--- src/rtl/countdown_timer_if.sv ---
// Control/status bundle for countdown_timer: start/load/hold/stop requests in,
// registered count plus busy/done/zero status out.
interface countdown_timer_if #(
    parameter int WIDTH = 3
);
    logic             start;
    logic [WIDTH-1:0] load_val;
    logic             hold;
    logic             stop;
    logic [WIDTH-1:0] count;
    logic             busy;
    logic             done;
    logic             zero;

    modport master (
        output start, load_val, hold, stop,
        input  count, busy, done, zero
    );

    modport slave (
        input  start, load_val, hold, stop,
        output count, busy, done, zero
    );
endinterface

--- src/rtl/countdown_timer.sv ---
// Loadable down-counter with hold/stop and a one-cycle done pulse.
// Define AUTO_RELOAD_EN to make DONE reload the last start value and keep running.
//
//  state  | meaning
//  IDLE   | waiting for start; count holds its last value
//  RUN    | counting down (or frozen by hold)
//  DONE   | one-cycle completion pulse, count is 0
module countdown_timer #(
    parameter int WIDTH = 3
) (
    input  logic                clk,
    input  logic                rst,
    countdown_timer_if.slave    tif
);

`ifdef AUTO_RELOAD_EN
    localparam bit AUTO_RELOAD = 1'b1;
`else
    localparam bit AUTO_RELOAD = 1'b0;
`endif

    localparam logic [WIDTH-1:0] CNT_ONE  = {{(WIDTH-1){1'b0}}, 1'b1};
    localparam logic [WIDTH-1:0] CNT_ZERO = '0;

    typedef enum logic [1:0] {
        S_IDLE = 2'd0,
        S_RUN  = 2'd1,
        S_DONE = 2'd2
    } state_t;

    state_t           state_q, state_d;
    logic [WIDTH-1:0] count_q, count_d;
    logic [WIDTH-1:0] reload_q, reload_d;
    logic             busy_q, busy_d;
    logic             done_q, done_d;

    always_comb begin
        state_d  = state_q;
        count_d  = count_q;
        reload_d = reload_q;

        case (state_q)
            S_IDLE: begin
                if (tif.start) begin
                    count_d  = tif.load_val;
                    reload_d = tif.load_val;
                    state_d  = (tif.load_val != CNT_ZERO) ? S_RUN : S_DONE;
                end
            end

            S_RUN: begin
                if (tif.stop) begin
                    state_d = S_IDLE;
                end else if (!tif.hold) begin
                    // count is never 0 in RUN; guard anyway so it cannot wrap
                    if (count_q == CNT_ONE || count_q == CNT_ZERO) begin
                        count_d = CNT_ZERO;
                        state_d = S_DONE;
                    end else begin
                        count_d = count_q - CNT_ONE;
                    end
                end
            end

            S_DONE: begin
                if (tif.stop) begin
                    state_d = S_IDLE;
                end else if (AUTO_RELOAD && reload_q != CNT_ZERO) begin
                    count_d = reload_q;
                    state_d = S_RUN;
                end else begin
                    state_d = S_IDLE;
                end
            end

            default: begin
                state_d = S_IDLE;
            end
        endcase

        busy_d = (state_d == S_RUN);
        done_d = (state_d == S_DONE);
    end

    always_ff @(posedge clk or posedge rst) begin
        if (rst) begin
            state_q  <= S_IDLE;
            count_q  <= '0;
            reload_q <= '0;
            busy_q   <= 1'b0;
            done_q   <= 1'b0;
        end else begin
            state_q  <= state_d;
            count_q  <= count_d;
            reload_q <= reload_d;
            busy_q   <= busy_d;
            done_q   <= done_d;
        end
    end

    assign tif.count = count_q;
    assign tif.busy  = busy_q;
    assign tif.done  = done_q;
    assign tif.zero  = (count_q == CNT_ZERO);

endmodule

--- src/flat_wrapper.sv ---
// flat-port wrapper written by rule: the top's interface ports become plain ports
module countdown_timer_flat 
#(
    parameter int WIDTH = 3
)
  (clk, rst, tif_start, tif_load_val, tif_hold, tif_stop, tif_count, tif_busy, tif_done, tif_zero);
  countdown_timer_if #(.WIDTH(WIDTH)) tif_i ();
  input  logic clk;
  input  logic rst;
  input wire logic [$bits(tif_i.start)-1:0] tif_start;
  input wire logic [$bits(tif_i.load_val)-1:0] tif_load_val;
  input wire logic [$bits(tif_i.hold)-1:0] tif_hold;
  input wire logic [$bits(tif_i.stop)-1:0] tif_stop;
  output wire logic [$bits(tif_i.count)-1:0] tif_count;
  output wire logic [$bits(tif_i.busy)-1:0] tif_busy;
  output wire logic [$bits(tif_i.done)-1:0] tif_done;
  output wire logic [$bits(tif_i.zero)-1:0] tif_zero;
  assign tif_i.start = tif_start;
  assign tif_i.load_val = tif_load_val;
  assign tif_i.hold = tif_hold;
  assign tif_i.stop = tif_stop;
  assign tif_count = tif_i.count;
  assign tif_busy = tif_i.busy;
  assign tif_done = tif_i.done;
  assign tif_zero = tif_i.zero;
  countdown_timer #(.WIDTH(WIDTH)) u_core (.clk(clk), .rst(rst), .tif(tif_i));
endmodule
--- config.mk ---
export PLATFORM = sky130hd
export DESIGN_NAME = countdown_timer_flat
export DESIGN_NICKNAME = d
export VERILOG_FILES = /design/src/rtl/countdown_timer_if.sv /design/src/rtl/countdown_timer.sv /design/src/flat_wrapper.sv
export SDC_FILE = /design/constraint.sdc
export NUM_CORES = 1
export LEC_CHECK = 0
export CAP_MARGIN = 20
export CORE_MARGIN = 1
export CORE_UTILIZATION = 25
export CTS_BUF_LIST = sky130_fd_sc_hd__clkbuf_4 sky130_fd_sc_hd__clkbuf_8
export DETAILED_ROUTE_END_ITERATION = 10
export PLACE_DENSITY = 0.5
export SLEW_MARGIN = 20
export SYNTH_ARGS = -nofsm -noshare
export SYNTH_HDL_FRONTEND = slang
export SYNTH_SLANG_ARGS = --single-unit
--- constraint.sdc ---
create_clock -name clk -period 3 [get_ports clk]
set_clock_uncertainty 0.05 [all_clocks]
set_input_delay 0.6 -clock clk [delete_from_list [all_inputs] [get_ports clk]]
set_output_delay 0.6 -clock clk [all_outputs]
set_load 0.03 [all_outputs]
==> reports/qor.yml <==
run_status:
  status: "finished with violations"
  violations: "DRC"
critical_path:
  required_ps: 2350
  crit_path_end_kind: "primary output"
  crit_arrival_ps: 1730
  start_kind: "flip-flop"
  cp.depth: 4
  worstRegToRegCells: 5
  crit_family: "buffers and inverters"
  cp_num_buf_inv: 2
  max_stage_delay_ps: 670
  critPathMaxFanout: 4
  crit_path_cell_trace: "inv_1, ha_1, nor2b_1, clkdlybuf4s50_1"
  slowest_stage: "clkdlybuf4s50_1"
  worstSetupPathType: "reg -> out"
synth:
  synth.distinct_cells: 21
  synth-xor-area-share_pct: 0
  synth-async-reset-ratio_pct: 100.0
  netlist_instances: 41
  syn-num-nets: 52
  syn_area_um2: 432.9
  synth.top_cells.by_count: "dfrtp_1 (7), inv_1 (5), ha_1 (3)"
  synth_ff_type: "dfrtp_1"
  yosysWarnings: 0
  synth_compound_area_share_pct: 21.39
  synth_most_common_cell: "dfrtp_1"
  syn_area_per_cell_um2: 10.56
  synth_area_leaders: "dfrtp_1 (40%), ha_1 (8.7%), mux2i_1 (4.6%), inv_1 (4.3%), a21oi_4 (3.8%)"
  muxShareOfSynthArea_pct: 4.624
  synth_edf_count: 0
  synth_top_family_by_area: "compound AO/OA/AOI/OAI gates"
  ys_ff_latch: 7
  synth_top_area_share_pct: 40.46
  ys_seq_area_share_pct: 40.46
  yosys.area_share.simple_pct: 19.36
  synthAdderAreaFrac_pct: 8.671
  synth_top_area_cell: "dfrtp_1"
floorplan:
  die_area_um2: 1902
  coreArea_um2: 1559
  ioPinCount: 14
  die_h_um: 43.62
  start_util_pct: 27.77
  rows: 14
  die_x_um: 43.62
detailed_routing:
  viasPerCell: 4.849
  drtIter0Drc: 8
  drtPass1Iterations: 7
  routed_wirelength_um: 890
  vias: 354
  routedWlPerCell_um: 12.19
  drcViolationCount: 1
  drtAntennaViolNets: 0
global_routing:
  grt_pass1_vias: 334
  grt_max_degree: 11
  grt_overflow: 0
  antenna_found_initial: 0
  grt_pass1_wl_mm: 1.366
  grt.total_usage_pct: 10.31
pwr:
  power.density_nw_per_um2: 955.0
  vdd_drop_max_mv: 0.2729
  leakagePower_uw: 0.0002695
  total_power_uw: 580.7
timing:
  worst_slack_ps: 616.0
  rsz0062_at_grt: "false"
  finalMaxSlewViolations: 0
  worst_pin_slew_ps: 394.3
  tns_ps: 0
  min_period_over_period_pct: 79.47
  finalSetupViolCount: 0
  finalCriticalPeriod_ps: 2384
  slew-limit-headroom_pct: 73.66
  final_hold_viol_count: 0
  fmax_mhz: 419.5
cts:
  insertion_delay_ps: 250
  root_buffer: "clkbuf_4"
  cts.repair.resized: 0
  htree_levels: 1
  cts_buffers: 3
  clk_path_buf_depth: 2
  cts_tree: "built"
  path_clk_slew_ps: 50
  cts_setup_buffers: 0
  cts_sinks: 7
  postCtsHoldBufs: 0
cells_and_area:
  drive_above_1_share_pct: 10.53
  antenna_cells: 0
  num-nets-final: 69
  nFillCells: 155
  area_delta_synth_final_pct: 40.46
  seq_area_um2: 175.2
  multi_input_area_um2: 234.0
worst_hold_path:
  min_path_type: "in -> async"
job:
  cap_violations: 0
placed_design:
  hpwl_um: 677.5
  routabilityCongestion: 0.6965
  dp_slack_ps: 860.9
  portBuffers: 13
==> placed cells by master (no fill, tap or decap) <==
cell,Yosys,layout
mux2i_1,2,2
o2bb2ai_1,1,1
a22o_1,1,1
o21bai_1,2,2
dfrtp_1,7,7
or3b_4,1,1
o32a_1,1,1
ha_1,3,3
a221oi_1,1,1
a22oi_1,2,2
clkbuf_4,0,4
nor2b_1,1,1
nand2b_1,2,2
nor2_1,2,2
nor3b_1,2,2
clkdlybuf4s50_1,0,13
inv_1,5,5
or3_1,1,1
nor4bb_1,1,1
a21oi_1,2,2
or2b_1,2,2
a21oi_4,1,1
==> flip-flops by register name, indices dropped and copies added (netlist names) <==
signal and count:
u_core.state_q 2, u_core.tif.busy 1, u_core.tif.count 3, u_core.tif.done 1
==> metrics by stage <==
stage | util, % | instances | hold WS, ps | instance area, um^2
final | 39.00 | 73 | 526.5 | 608.1
after global routing | 39.00 | 73 | 546.3 | 608.1
after global placement | 37.08 | 69 | 529.2 | 578.1
after CTS | 39.00 | 73 | 531.9 | 608.1
after detailed placement | 37.08 | 69 | 523.1 | 578.1
after floorplan | - | 41 | 353.4 | 432.9
==> power breakdown <==
group          switching [uW]  leakage, uW  total [uW]  internal [uW]
sequential               36.4    0.0000886         165            129
combinational             173     0.000162         322            149
clock                    33.6    0.0000184        93.3           59.7
==> final timing paths <==
path,from,slack [ps],endpoint
worst max-delay path,u_core.tif.count[0],620,tif_zero
min in group clk,u_core.tif.count[1],540,u_core.tif.count[1]
max in group asynchronous,rst,2170,u_core.tif.done
worst min-delay path,rst,530,u_core.state_q[1]
worst min register to register,u_core.tif.count[1],540,u_core.tif.count[1]
worst max register to register,u_core.tif.count[0],1470,u_core.tif.done
==> area by class of cell <==
| type | instances | area share (%) |
|---|---|---|
| Multi-Input combinational cell | 28 | 38.48 |
| Sequential cell | 7 | 28.81 |
| Timing Repair Buffer | 13 | 21.40 |
| Clock buffer | 4 | 4.938 |
| Tap cell | 16 | 3.292 |
| Inverter | 5 | 3.086 |
==> layer usage <==
layer / track usage [%] / up-vias / wire length (um)
li1: - / 177 / -
met1: 13.28 / 171 / 417
met2: 14.93 / 6 / 453
met3: 1.250 / 0 / 19
met4: 9.375 / 0 / 0
met5: 0 / - / 0
==> logic make-up (layout without fill, tap and decap cells) <==
family | count (synthesis) | count (layout)
AOI/OAI and AO/OA | 11 | 11
adders and majority gates | 3 | 3
DFF | 7 | 7
buffers and inverters | 6 | 22
muxes | 2 | 2
and+or+nand+nor | 12 | 12
(Power assumes the default switching activity.)
